**config.mk**
```make
export PLATFORM = sky130hd
export DESIGN_NAME = tas_pkt_serializer
export DESIGN_NICKNAME = d
export VERILOG_FILES = /design/src/rtl/tas_pkg.sv /design/src/rtl/tas_pkt_serializer.sv
export SDC_FILE = /design/constraint.sdc
export NUM_CORES = 1
export LEC_CHECK = 0
export CAP_MARGIN = 20
export CORE_ASPECT_RATIO = 0.8
export CORE_MARGIN = 2
export CORE_UTILIZATION = 30
export DETAILED_ROUTE_END_ITERATION = 8
export PLACE_DENSITY = 0.57
export SKIP_CTS_REPAIR_TIMING = 1
export SLEW_MARGIN = 30
export SYNTH_ARGS = -nofsm -noshare
export SYNTH_HDL_FRONTEND = slang
export SYNTH_SLANG_ARGS = --single-unit
```
**constraint.sdc**
```tcl
create_clock -name clk_50 -period 4.9 [get_ports clk_50]
set_clock_uncertainty 0.2 [all_clocks]
set_input_delay 0.49 -clock clk_50 [delete_from_list [all_inputs] [get_ports clk_50]]
set_output_delay 0.49 -clock clk_50 [all_outputs]
set_load 0.05 [all_outputs]
```
**src/rtl/tas_pkg.sv**
```systemverilog
// tas_pkg: shared state type, packet constants and header check for tas_pkt_serializer.
package tas_pkg;
    typedef enum logic [1:0] {IDLE, SHIFT, GAP, DROP} ser_state_t;
    localparam logic [2:0] TAS_PKT_BYTES = 3'd5;
    localparam logic [7:0] TAS_HDR_A = 8'hA5;
    localparam logic [7:0] TAS_HDR_B = 8'hC3;
    function automatic logic is_valid_hdr(input logic [7:0] b);
        return b == TAS_HDR_A || b == TAS_HDR_B;
    endfunction
endpackage

```
**src/rtl/tas_pkt_serializer.sv**
```systemverilog
// tas_pkt_serializer: 5-byte packets in, LSB-first serial bytes out with an idle gap after each.
// Define TAS_SER_HDR_CHECK_EN to drop packets whose header is neither A5 nor C3.
module tas_pkt_serializer
    import tas_pkg::*;
#(
    parameter int GAP_CYCLES = 2
) (
    input  logic       clk_50,
    input  logic       reset,
    input  logic [7:0] in_data,
    input  logic       in_sop,
    input  logic       in_valid,
    output logic       in_ready,
    output logic       serial_data,
    output logic       data_ena,
    output logic       busy,
    output logic       pkt_sent,
    output logic       frame_err,
    output logic       hdr_drop
);
    if (GAP_CYCLES < 2 || GAP_CYCLES > 15) begin : g_bad_gap
        $error("GAP_CYCLES must be in 2..15");
    end
    ser_state_t state_q, state_d;
    logic [7:0] shreg_q, shreg_d;
    logic [2:0] bit_cnt_q, bit_cnt_d, byte_idx_q, byte_idx_d;
    logic [3:0] gap_cnt_q, gap_cnt_d;
    logic       last_q, last_d;
    logic       in_ready_q, in_ready_d, serial_q, serial_d, data_ena_q, data_ena_d, busy_q, busy_d;
    logic       pkt_sent_q, pkt_sent_d, frame_err_q, frame_err_d, hdr_drop_q, hdr_drop_d;
    logic       hs, hdr_ok, last_idx, gap_done;
    assign hs       = in_valid & in_ready_q;
    assign last_idx = byte_idx_q == TAS_PKT_BYTES - 3'd1;
    assign gap_done = gap_cnt_q == 4'(GAP_CYCLES - 1);
`ifdef TAS_SER_HDR_CHECK_EN
    assign hdr_ok = is_valid_hdr(in_data);
`else
    assign hdr_ok = 1'b1;
`endif
    always_ff @(posedge clk_50 or posedge reset) begin
        if (reset) begin
            state_q     <= IDLE;
            shreg_q     <= '0;
            bit_cnt_q   <= '0;
            byte_idx_q  <= '0;
            gap_cnt_q   <= '0;
            last_q      <= 1'b0;
            in_ready_q  <= 1'b0;
            serial_q    <= 1'b0;
            data_ena_q  <= 1'b0;
            busy_q      <= 1'b0;
            pkt_sent_q  <= 1'b0;
            frame_err_q <= 1'b0;
            hdr_drop_q  <= 1'b0;
        end else begin
            state_q     <= state_d;
            shreg_q     <= shreg_d;
            bit_cnt_q   <= bit_cnt_d;
            byte_idx_q  <= byte_idx_d;
            gap_cnt_q   <= gap_cnt_d;
            last_q      <= last_d;
            in_ready_q  <= in_ready_d;
            serial_q    <= serial_d;
            data_ena_q  <= data_ena_d;
            busy_q      <= busy_d;
            pkt_sent_q  <= pkt_sent_d;
            frame_err_q <= frame_err_d;
            hdr_drop_q  <= hdr_drop_d;
        end
    end
    // last_q marks the byte in flight as the 5th of an in-order packet, so pkt_sent fires at its gap end
    always_comb begin
        state_d     = state_q;
        shreg_d     = shreg_q;
        bit_cnt_d   = bit_cnt_q;
        byte_idx_d  = byte_idx_q;
        gap_cnt_d   = gap_cnt_q;
        last_d      = last_q;
        pkt_sent_d  = 1'b0;
        frame_err_d = 1'b0;
        hdr_drop_d  = 1'b0;
        case (state_q)
            SHIFT: begin
                shreg_d   = shreg_q >> 1;
                bit_cnt_d = bit_cnt_q + 3'd1;
                state_d   = bit_cnt_q == 3'd7 ? GAP : SHIFT;
                gap_cnt_d = '0;
            end
            GAP: begin
                gap_cnt_d  = gap_cnt_q + 4'd1;
                state_d    = gap_done ? IDLE : GAP;
                pkt_sent_d = gap_done & last_q;
                last_d     = last_q & ~gap_done;
            end
            default: if (hs) begin
                if (in_sop) begin
                    frame_err_d = byte_idx_q != '0;
                    byte_idx_d  = 3'd1;
                    last_d      = 1'b0;
                    shreg_d     = in_data;
                    bit_cnt_d   = '0;
                    state_d     = hdr_ok ? SHIFT : DROP;
                end else if (byte_idx_q == '0) begin
                    frame_err_d = 1'b1;
                end else if (state_q == DROP) begin
                    byte_idx_d = last_idx ? '0 : byte_idx_q + 3'd1;
                    hdr_drop_d = last_idx;
                    state_d    = last_idx ? IDLE : DROP;
                end else begin
                    byte_idx_d = last_idx ? '0 : byte_idx_q + 3'd1;
                    last_d     = last_idx;
                    shreg_d    = in_data;
                    bit_cnt_d  = '0;
                    state_d    = SHIFT;
                end
            end
        endcase
    end
    always_comb begin
        in_ready_d = state_d == IDLE || state_d == DROP;
        data_ena_d = state_d == SHIFT;
        serial_d   = data_ena_d & shreg_d[0];
        busy_d     = state_d != IDLE;
    end
    assign in_ready    = in_ready_q;
    assign serial_data = serial_q;
    assign data_ena    = data_ena_q;
    assign busy        = busy_q;
    assign pkt_sent    = pkt_sent_q;
    assign frame_err   = frame_err_q;
    assign hdr_drop    = hdr_drop_q;
endmodule
```
* Word-level counts from Yosys, hierarchy flattened
Cells that the tools add are included.
Storage, ports and cells: logic and storage cells 87, input bits 12, output and inout port bits 7, register bits after elaboration 28
Cells by class: reductions and logical operators 12, bitwise gates (word level) 8, multiplexer cells 37, equality and inequality tests 13, add/sub/neg operators 3
Operators with widths (number):
- 8-bit two-way mux | 4
- 3-bit two-way mux | 7
- 8-bit case mux with 2 select lines | 1
- 1-bit two-way mux | 14
- 2-bit two-way mux | 7
- 3-bit by 2-bit != test with 1-bit output (second input constant) | 4
- 4-bit case mux with 2 select lines | 1
- 4-bit AND reduction | 2
- 2-bit nonzero test | 4
- 3-bit by 1-bit adder with 3-bit output (second input constant) | 2
- 2-bit == test (second input constant) | 3
- 3-bit == test (second input constant) | 2
- 3-bit case mux with 2 select lines | 1
- 4-bit by 1-bit adder with 4-bit output (second input constant) | 1
- 1-bit AND | 4
- 2-bit by 1-bit == test with 1-bit output (second input constant) | 2
- 4-bit by 1-bit == test with 1-bit output (second input constant) | 1
- 1-bit NOT | 4
- 2-bit case mux with 2 select lines | 1
- 3-bit zero test | 1
- 3-bit AND reduction | 1
- 3-bit nonzero test | 1
- 2-bit zero test | 1
- 2-bit != test (second input constant) | 1
- 3 further kinds | 3

* Logic depth before layout (Yosys ltp)
Gate-level depths: netlist of the first run.
word-level depth 9, mapped depth 10, depth with buffers taken out 9

* Least setup slack after synthesis of the first run
No wires, ideal clock.
kind register -> register, from reg in_ready_q (netlist: in_ready), to reg serial_q (netlist: serial_data), data required time 4606 ps, setup time 94 ps, clock period less this slack 2161 ps, path buffers 0, slack 2739 ps, arrival 1867 ps, cell stages (with the launch flop) 8, cell sequence dfrtp_1 nand2_1 a21o_1 and3_1 nor3_1 ha_1 inv_1 a211oi_1
On the way: cells in the longest elaborated chain, start to end 5, elaborated cells between the ends (all ways) 7, those cells by class 1 x eq/ne; 4 x mux; 2 x bitwise
Ends and longest elaborated chain:
- start, declared | RTL line tas_pkt_serializer.sv:29 | logic in_ready_q, in_ready_d, serial_q, serial_d, data_ena_q, data_ena_d, busy_q, busy_d;
- start signal, assigned | RTL line tas_pkt_serializer.sv:62 | in_ready_q <= in_ready_d;
- 1-bit AND | RTL line tas_pkt_serializer.sv:32 | assign hs = in_valid & in_ready_q;
- 2-bit two-way mux | RTL line tas_pkt_serializer.sv:95 | default: if (hs) begin
- 2-bit case mux with 2 select lines | RTL line tas_pkt_serializer.sv:82 | case (state_q)
- 2-bit by 1-bit == test with 1-bit output | RTL line tas_pkt_serializer.sv:121 | data_ena_d = state_d == SHIFT;
- via data_ena_d | RTL line tas_pkt_serializer.sv:29
- 1-bit AND | RTL line tas_pkt_serializer.sv:122 | serial_d = data_ena_d & shreg_d[0];
- via serial_d | RTL line tas_pkt_serializer.sv:29
- end signal, assigned | RTL line tas_pkt_serializer.sv:63 | serial_q <= serial_d;
- end, declared | RTL line tas_pkt_serializer.sv:29
The timed path passes the listed nets, and every way through them passes these cells. The select of a mux whose other input is x is not followed. A chain may end at the register's enable or synchronous reset.

* Final worst setup path of the first run
from reg state_q[0], to reg serial_q (netlist: serial_data)
On the way: cells in the longest elaborated chain, start to end 8, elaborated cells between the ends (all ways) 15, those cells by class 4 x eq/ne; 10 x mux; 1 x bitwise
Ends and longest elaborated chain:
- start, declared | RTL line tas_pkt_serializer.sv:24 | ser_state_t state_q, state_d;
- start signal, assigned | RTL line tas_pkt_serializer.sv:56 | state_q <= state_d;
- 2-bit == test | RTL line tas_pkt_serializer.sv:105 | end else if (state_q == DROP) begin
- 2-bit two-way mux | RTL line tas_pkt_serializer.sv:105
- 2-bit two-way mux | RTL line tas_pkt_serializer.sv:103 | end else if (byte_idx_q == '0) begin
- 2-bit two-way mux | RTL line tas_pkt_serializer.sv:96 | if (in_sop) begin
- 2-bit two-way mux | RTL line tas_pkt_serializer.sv:95
- 2-bit case mux with 2 select lines * | RTL line tas_pkt_serializer.sv:82
- 2-bit by 1-bit == test with 1-bit output * | RTL line tas_pkt_serializer.sv:121
- via data_ena_d | RTL line tas_pkt_serializer.sv:29
- 1-bit AND * | RTL line tas_pkt_serializer.sv:122
- via serial_d | RTL line tas_pkt_serializer.sv:29
The timed path passes the listed nets; every way through them passes the cells marked *. The select of a mux whose other input is x is not followed.

==> implementation parameters, run 1 <==
Parameter                              Value

CTS
  CTS tree ... built
  CTS Root Buffer Type ... sky130_fd_sc_hd__clkbuf_8
  Clock transition at path regs ... ~100 ps
  Number of CTS-inserted buffers ... 3
  Depth of the CTS H-tree ... 1
  Maximum buffer depth of the clock tree ... 2
  TritonCTS Sinks ... 28
  Later-pin clock latency in the skew report ... between 200 and 300 ps

Power and ir drop
  Sw power ... roughly 0.00041 W
  Relative contribution of the clock network to total power ... between 15 and 20%
  Standby leakage power ... ~0.83 nW
  Proportion of power drawn by combinational gates ... 48.5%
  Pwr per Cell Area ... roughly 590 nW/um^2
  Sw frac ... ~39%
  Part of the power in registers ... between 30% and 40%
  Maximum VDD drop ... ~0.23 mV
  Cell internal power dissipation ... 0.000642 W

Cells and area
  Final standard cell count with taps included and fillers excluded ... 210
  End-of-flow core utilization ... 38.3%
  Count of filler cells inserted in the layout ... around 470
  Number of diodes added for antenna fixing ... 0
  Nets ... between 150 and 200
  Fraction of final layout cells with drive strength greater than 1 ... between 10 and 15%
  Synthesis-to-layout area growth ... 20.3%
  Area occupied by multi-input gates ... between 700 and 800 um^2
  Sequential cell area in the final layout ... ~700 um^2

Detailed routing
  Initial detailed-routing violation count ... 81
  Remaining antenna violation count ... 0
  Routed length per instance ... roughly 15 um
  Routed wire length ... approximately 3100 um
  DR pass1 iterations ... 4
  Detailed-route DRC error count ... 0
  Vias per std cell ... roughly 5.0
  Total via count after detailed routing ... around 1,100

Die
  Initial core utilization ... a little under a third
  Placeable core region ... between 4000 and 5000 um^2
  DIE WIDTH ... 82.8 um
  I/O Pins ... 19
  Vertical extent of the die ... approximately 67 um
  Total die area ... ~5600 um^2
  Row cnt ... 22

Yosys
  Total nets after synthesis ... between 150 and 200
  Number of different library cells in the post-synthesis netlist ... 39
  Post-synthesis cell count ... approximately 130
  Sequential cell area fraction in the yosys report ... 47.0%
  Mapped Area ... around 1500 um^2
  Top_reg_cell synth ... sky130_fd_sc_hd__dfrtp_1
  Number of enable flip-flop cells after synthesis ... 0
  Share of async-settable or async-resettable flops after synthesis ... 100%
  Avg Cell Area, Syn ... about 11 um^2
  Synthesized flop and latch total ... 28
  Total of warnings raised by yosys ... 0

STA
  Slew Limit Fails ... 0
  Total Neg Setup Slack ... 0 ps
  Ratio of final minimum period to clock period ... about half
  Unrepaired setup endpoints after global routing ... false
  Transition time of the tightest slew-check pin ... approximately 600 ps
  Hold Worst Slack ... approximately 290 ps
  Final-report hold violation count ... 0
  Shortest period the worst path allows ... about 2500 ps
  Max_slew headroom ... 60.6%
  Fmax achieved ... slightly below 400 MHz
  Final setup fails ... 0

Setup path
  Critical path required time ... between 4000 and 5000 ps
  Worst Setup Start Kind ... register
  Max Fanout on Critical Path ... 11
  Kind of end point of the critical path ... register
  Kind of critical path ... register to register
  Data arrival at the endpoint of the critical path ... around 2500 ps
  R2r startpoint ... state_q[0]$_DFF_PP0_
  Worst setup startpoint ... state_q[0]$_DFF_PP0_

Global route
  Global-route usage over all layers ... ~12%
  Met2 Track Usage GR ... roughly a fifth
  Total gr overflow ... 0
  Global-route wire length before repair ... 5350 um
  Initial antenna violation count ... 0
  Via count of the first global-routing pass ... 1,049
  Global routing's busiest layer ... met2
  Met1 track demand over resource in global routing ... between 15 and 20%
  Met3 Track Usage GR ... about 3.7%
  Maximum number of pins on one net before global-route repair ... 29

Placed design
  GPL Wtd Cong ... approximately 0.78
  Total instance count after detailed placement ... 206
  Port Buf Inserts ... 18
  Placed wire-length estimate after detailed placement ... around 2300 um

Worst hold path
  Hold WC Path Type ... register to register
  Worst hold path startpoint ... gap_cnt_q[3]$_DFFE_PP0N_

Flow run
  Reported max-cap violation count ... 0

Run status
  Result of the run ... complete, no violations
## metrics by stage
stage	worst slack, ps	cell area [um^2]	total power [W]
6_report	2380	1790	0.00106
5_1_grt	2160	1790	0.00114
4_1_cts	2360	1790	0.00106
3_5_place_dp	2100	1720	0.000876
3_3_place_gp	2180	1720	0.000858
2_1_floorplan	2740	1490	0.000753
## per-layer routing
layer | vias up | share of wire (%) | wire [um]
li1 | 514 | - | -
met1 | 509 | 49 | 1520
met2 | 27 | 46 | 1440
met3 | 0 | 5.3 | 164
met4 | 0 | 0 | 0
met5 | - | 0 | 0
## worst paths after layout
kind	endpoint	slack, ps	cells past startpoint
min in group asynchronous	busy$_DFF_PP0_	400	2
setup / recovery	serial_data$_DFF_PP0_	2380	9
hold / removal	gap_cnt_q[3]$_DFFE_PP0N_	290	1
hold reg to reg	gap_cnt_q[3]$_DFFE_PP0N_	290	1
setup reg to reg	serial_data$_DFF_PP0_	2380	9
max in group asynchronous	gap_cnt_q[3]$_DFFE_PP0N_	3720	2
## registers in the layout (all words and copies together) (netlist names)
register	count
shreg_q	8
state_q	2
byte_idx_q	3
serial_data	1
frame_err	1
hdr_drop	1
bit_cnt_q	3
data_ena	1
busy	1
in_ready	1
gap_cnt_q	4
pkt_sent	1
last_q	1
## logic make-up (layout without fill, tap and decap cells)
family                   after synthesis  in the layout  synth area share [%]
adder cells (fa/ha/maj)               12             12                  10.1
AO/OA/AOI/OAI                         35             35                  17.3
multiplexers                           8              8                  7.80
buffers and inverters                 15             33                  4.36
AND/OR/NAND/NOR                       34             34                  13.5
flip-flops                            28             28                  47.0
## power groups by stage
| stage | combinational [W] | clock, W | sequential [W] |
|---|---|---|---|
| 6_report | 0.000512 | 0.000183 | 0.000362 |
| 5_1_grt | 0.000568 | 0.000202 | 0.000372 |
| 4_1_cts | 0.000514 | 0.000187 | 0.000362 |
| 3_5_place_dp | 0.000509 | 0 | 0.000367 |
| 3_3_place_gp | 0.000494 | 0 | 0.000363 |
| 2_1_floorplan | 0.000340 | 0 | 0.000414 |
## worst max-delay path: stages, from the launching register on
cell and delay (ps):
sky130_fd_sc_hd__dfrtp_1 410, sky130_fd_sc_hd__inv_1 80, sky130_fd_sc_hd__ha_1 500, sky130_fd_sc_hd__nor2b_1 210, sky130_fd_sc_hd__nand2_1 120, sky130_fd_sc_hd__o31ai_1 80, sky130_fd_sc_hd__nor3_1 310, sky130_fd_sc_hd__ha_1 250
sky130_fd_sc_hd__inv_1 60, sky130_fd_sc_hd__a211oi_1 210
## synthesized netlist by cell type (2+ instances only)
library cell	number	area share, %
sky130_fd_sc_hd__nor2b_1	3	1.3
sky130_fd_sc_hd__mux2_4	7	7.0
sky130_fd_sc_hd__o22ai_1	2	0.84
sky130_fd_sc_hd__and3_1	3	1.3
sky130_fd_sc_hd__a31oi_1	2	0.84
sky130_fd_sc_hd__dfrtp_1	28	47
sky130_fd_sc_hd__a21oi_1	6	2.0
sky130_fd_sc_hd__a21o_1	3	1.5
sky130_fd_sc_hd__nor2_1	5	1.3
sky130_fd_sc_hd__inv_1	11	2.8
sky130_fd_sc_hd__o31ai_1	2	1.0
sky130_fd_sc_hd__clkbuf_1	2	0.50
sky130_fd_sc_hd__nand3_1	2	0.67
sky130_fd_sc_hd__nand2_1	7	1.8
sky130_fd_sc_hd__a22o_1	2	1.2
sky130_fd_sc_hd__a32o_1	6	4.0
sky130_fd_sc_hd__o21ai_0	5	1.7
sky130_fd_sc_hd__nor3_1	4	1.3
sky130_fd_sc_hd__ha_1	12	10
## area by class of cell
cell class	count	share of cell area, %
Multi-Input combinational cell	89	40.4
Sequential cell	28	39.1
Timing Repair Buffer	18	10.0
Tap cell	60	4.18
Clock buffer	3	2.30
Inverter	11	2.30
Clock inverter	1	1.67
## placed cells by master, fill, tap and decap left out, types with 2 or more instances in the layout
| cell type | instances |
|---|---|
| sky130_fd_sc_hd__nor3_1 | 4 |
| sky130_fd_sc_hd__and3_1 | 3 |
| sky130_fd_sc_hd__dfrtp_1 | 28 |
| sky130_fd_sc_hd__ha_1 | 12 |
| sky130_fd_sc_hd__mux2_4 | 7 |
| sky130_fd_sc_hd__nor2_1 | 5 |
| sky130_fd_sc_hd__a31oi_1 | 2 |
| sky130_fd_sc_hd__o21ai_0 | 5 |
| sky130_fd_sc_hd__a32o_1 | 6 |
| sky130_fd_sc_hd__a21oi_1 | 6 |
| sky130_fd_sc_hd__clkbuf_8 | 3 |
| sky130_fd_sc_hd__o31ai_1 | 2 |
| sky130_fd_sc_hd__o22ai_1 | 2 |
| sky130_fd_sc_hd__clkdlybuf4s50_1 | 18 |
| sky130_fd_sc_hd__nor2b_1 | 3 |
| sky130_fd_sc_hd__nand3_1 | 2 |
| sky130_fd_sc_hd__a22o_1 | 2 |
| sky130_fd_sc_hd__nand2_1 | 7 |
| sky130_fd_sc_hd__inv_1 | 10 |
| sky130_fd_sc_hd__a21o_1 | 3 |
Power figures use the tool's default switching activity.
==> inputs of run 2 (changes only) <==
Clock period 4.9 ns to 2.4 ns, I/O delays scaled along.
==> implementation parameters, run 2 (same netlist as run 1, synthesis figures left out) <==
Parameter                              Value

Run status
  Result of the run ... complete, no violations (unchanged)

Setup path
  Capture point of the critical path ... shreg_q[7]$_DFFE_PP0P_ (was serial_data$_DFF_PP0_)
  Worst setup startpoint ... byte_idx_q[0]$_DFFE_PP0P_ (was state_q[0]$_DFF_PP0_)
  Max Fanout on Critical Path ... 7 (was 11)
  R2r startpoint ... byte_idx_q[0]$_DFFE_PP0P_ (was state_q[0]$_DFF_PP0_)
  Data arrival at the endpoint of the critical path ... 2200 ps (was 2500 ps)
  Reg2reg setup slack ... 160 ps (was 2380 ps)
  Worst Setup Start Kind ... register (unchanged)
  Kind of end point of the critical path ... register (unchanged)
  Kind of critical path ... register to register (unchanged)
  Endpoint of the lowest-slack register-to-register path ... shreg_q[7]$_DFFE_PP0P_ (was serial_data$_DFF_PP0_)
  Critical path required time ... 2370 ps (was 4890 ps)
  R2r worst-path depth ... 8 (was 9)

Detailed routing
  Total via count after detailed routing ... 1,101 (was 1,050)
  Remaining antenna violation count ... 0 (unchanged)
  Routed wire length ... 3070 um (was 3120 um)
  Detailed-route DRC error count ... 0 (unchanged)
  Initial detailed-routing violation count ... 74 (was 81)
  Vias per std cell ... 4.94 (was 5.00)
  DR pass1 iterations ... 4 (unchanged)
  Routed length per instance ... 13.7 um (was 14.9 um)

CTS
  Depth of the CTS H-tree ... 1 (unchanged)
  Later-pin clock latency in the skew report ... 270 ps (about the same)
  Number of CTS-inserted buffers ... 3 (unchanged)
  CTS Root Buffer Type ... sky130_fd_sc_hd__clkbuf_8 (unchanged)
  Maximum buffer depth of the clock tree ... 2 (unchanged)
  TritonCTS Sinks ... 28 (unchanged)
  Clock transition at path regs ... 90 ps (was 100 ps)
  CTS tree ... built (unchanged)

STA
  Shortest period the worst path allows ... 2240 ps (was 2520 ps)
  Total Neg Setup Slack ... 0 ps (unchanged)
  Fmax achieved ... 447 MHz (was 397 MHz)
  Hold Worst Slack ... 124 ps (was 290 ps)
  Max_slew headroom ... 65.8% (was 60.6%)
  Final-report hold violation count ... 0 (unchanged)
  Final setup fails ... 0 (unchanged)
  Transition time of the tightest slew-check pin ... 511 ps (was 590 ps)
  Ratio of final minimum period to clock period ... 93.2% (was 51.4%)
  Unrepaired setup endpoints after global routing ... false (unchanged)
  Slew Limit Fails ... 0 (unchanged)

Global route
  Initial antenna violation count ... 0 (unchanged)
  Maximum number of pins on one net before global-route repair ... 29 (unchanged)
  Global-route usage over all layers ... 12.0% (was 12.2%)
  Global-route wire length before repair ... 5290 um (was 5350 um)
  Total gr overflow ... 0 (unchanged)
  Via count of the first global-routing pass ... 1,154 (was 1,049)

Cells and area
  Nets ... 188 (was 175)
  Commonest non-fill, non-tap cell in the layout ... sky130_fd_sc_hd__dfrtp_1 (unchanged)
  Fraction of final layout cells with drive strength greater than 1 ... 19.0% (was 12.7%)
  Number of diodes added for antenna fixing ... 0 (unchanged)
  Number of flip-flops in the largest register ... 8 (unchanged)
  Biggest regs ... shreg_q: 8 flops, gap_cnt_q: 4 flops (unchanged)
  Most used cells in the layout excluding fill and tap cells ... 28 x sky130_fd_sc_hd__dfrtp_1, 18 x sky130_fd_sc_hd__clkdlybuf4s50_1, 12 x sky130_fd_sc_hd__ha_1, 12 x sky130_fd_sc_hd__buf_4, 11 x sky130_fd_sc_hd__inv_1 (was 28 x sky130_fd_sc_hd__dfrtp_1, 18 x sky130_fd_sc_hd__clkdlybuf4s50_1, 12 x sky130_fd_sc_hd__ha_1)
  Largest register by flop count ... shreg_q (unchanged)
  Synthesis-to-layout area growth ... 27.7% (was 20.3%)

Die
  I/O Pins ... 19 (unchanged)
  Total die area ... 5550 um^2 (unchanged)
  Row cnt ... 22 (unchanged)
  DIE WIDTH ... 82.8 um (unchanged)
  Initial core utilization ... 31.9% (unchanged)
  Placeable core region ... 4680 um^2 (unchanged)
  Vertical extent of the die ... 67.1 um (unchanged)

Power and ir drop
  Pwr per Cell Area ... 1200 nW/um^2 (was 589 nW/um^2)
  Maximum VDD drop ... 0.558 mV (was 0.233 mV)
  Standby leakage power ... 0.903 nW (was 0.835 nW)
  Total design power ... 0.00229 W (was 0.00106 W)

Placed design
  GPL Wtd Cong ... 0.847 (was 0.779)
  Port Buf Inserts ... 18 (unchanged)
  Placed wire-length estimate after detailed placement ... 2390 um (was 2260 um)

Worst hold path
  Hold WC Path Type ... input port to async pin (was register to register)

Flow run
  Reported max-cap violation count ... 0 (unchanged)
## run 2: cell types whose count changed in the layout (fill, tap and decap cells not counted), sizes merged
cell / delta
buf: +13
## run 2: through the flow
stage,setup slack (ps),instances,area (um^2),utilization (%)
floorplan,239,132,1490,-
global placement,157,219,1830,39.2
detailed placement,127,219,1830,39.2
CTS,160,223,1900,40.7
global route,29.4,223,1900,40.7
finish,163,223,1900,40.7
## run 2: power by group
group | total (W) | internal, W | switching (W)
combinational | 0.00117 | 0.000566 | 0.000609
clock | 0.000369 | 0.000223 | 0.000146
sequential | 0.000742 | 0.000640 | 0.000102
## run 2: cell type report
| class | count | area [um^2] |
|---|---|---|
| timing repair buffer | 31 | 290 |
| clock buffer | 3 | 41.3 |
| clock inverter | 1 | 30.0 |
| sequential | 28 | 701 |
| inverter | 11 | 41.3 |
| multi-input combinational | 89 | 726 |
| tap | 60 | 75.1 |
| fill | 466 | 2780 |
## run 2: how the worst min path moves through the flow
stage,from,to,slack [ps],cells past startpoint
after floorplan,reset,bit_cnt_q[0]$_DFFE_PP0P_,110,1
after global placement,gap_cnt_q[3]$_DFFE_PP0N_,gap_cnt_q[3]$_DFFE_PP0N_,270,1
after detailed placement,gap_cnt_q[3]$_DFFE_PP0N_,gap_cnt_q[3]$_DFFE_PP0N_,280,1
after CTS,reset,hdr_drop$_DFF_PP0_,140,3
after global routing,reset,hdr_drop$_DFF_PP0_,190,3
final,reset,hdr_drop$_DFF_PP0_,120,3
## run 2: worst max-delay path, stage by stage (launching register included)
cell and delay, ps:
sky130_fd_sc_hd__dfrtp_1 380, sky130_fd_sc_hd__inv_1 60, sky130_fd_sc_hd__ha_1 200, sky130_fd_sc_hd__nor2b_2 170, sky130_fd_sc_hd__ha_1 220, sky130_fd_sc_hd__nor3b_4 250
sky130_fd_sc_hd__o21ba_1 210, sky130_fd_sc_hd__buf_12 140, sky130_fd_sc_hd__mux2_4 300
## run 2: layer usage
metal / vias to the layer above / wire length [um] / track usage, %
li1: 540 / - / -
met1: 537 / 1510 / 15.1
met2: 22 / 1400 / 20.7
met3: 2 / 149 / 3.84
met4: 0 / 7 / 1.84
met5: - / 0 / 0
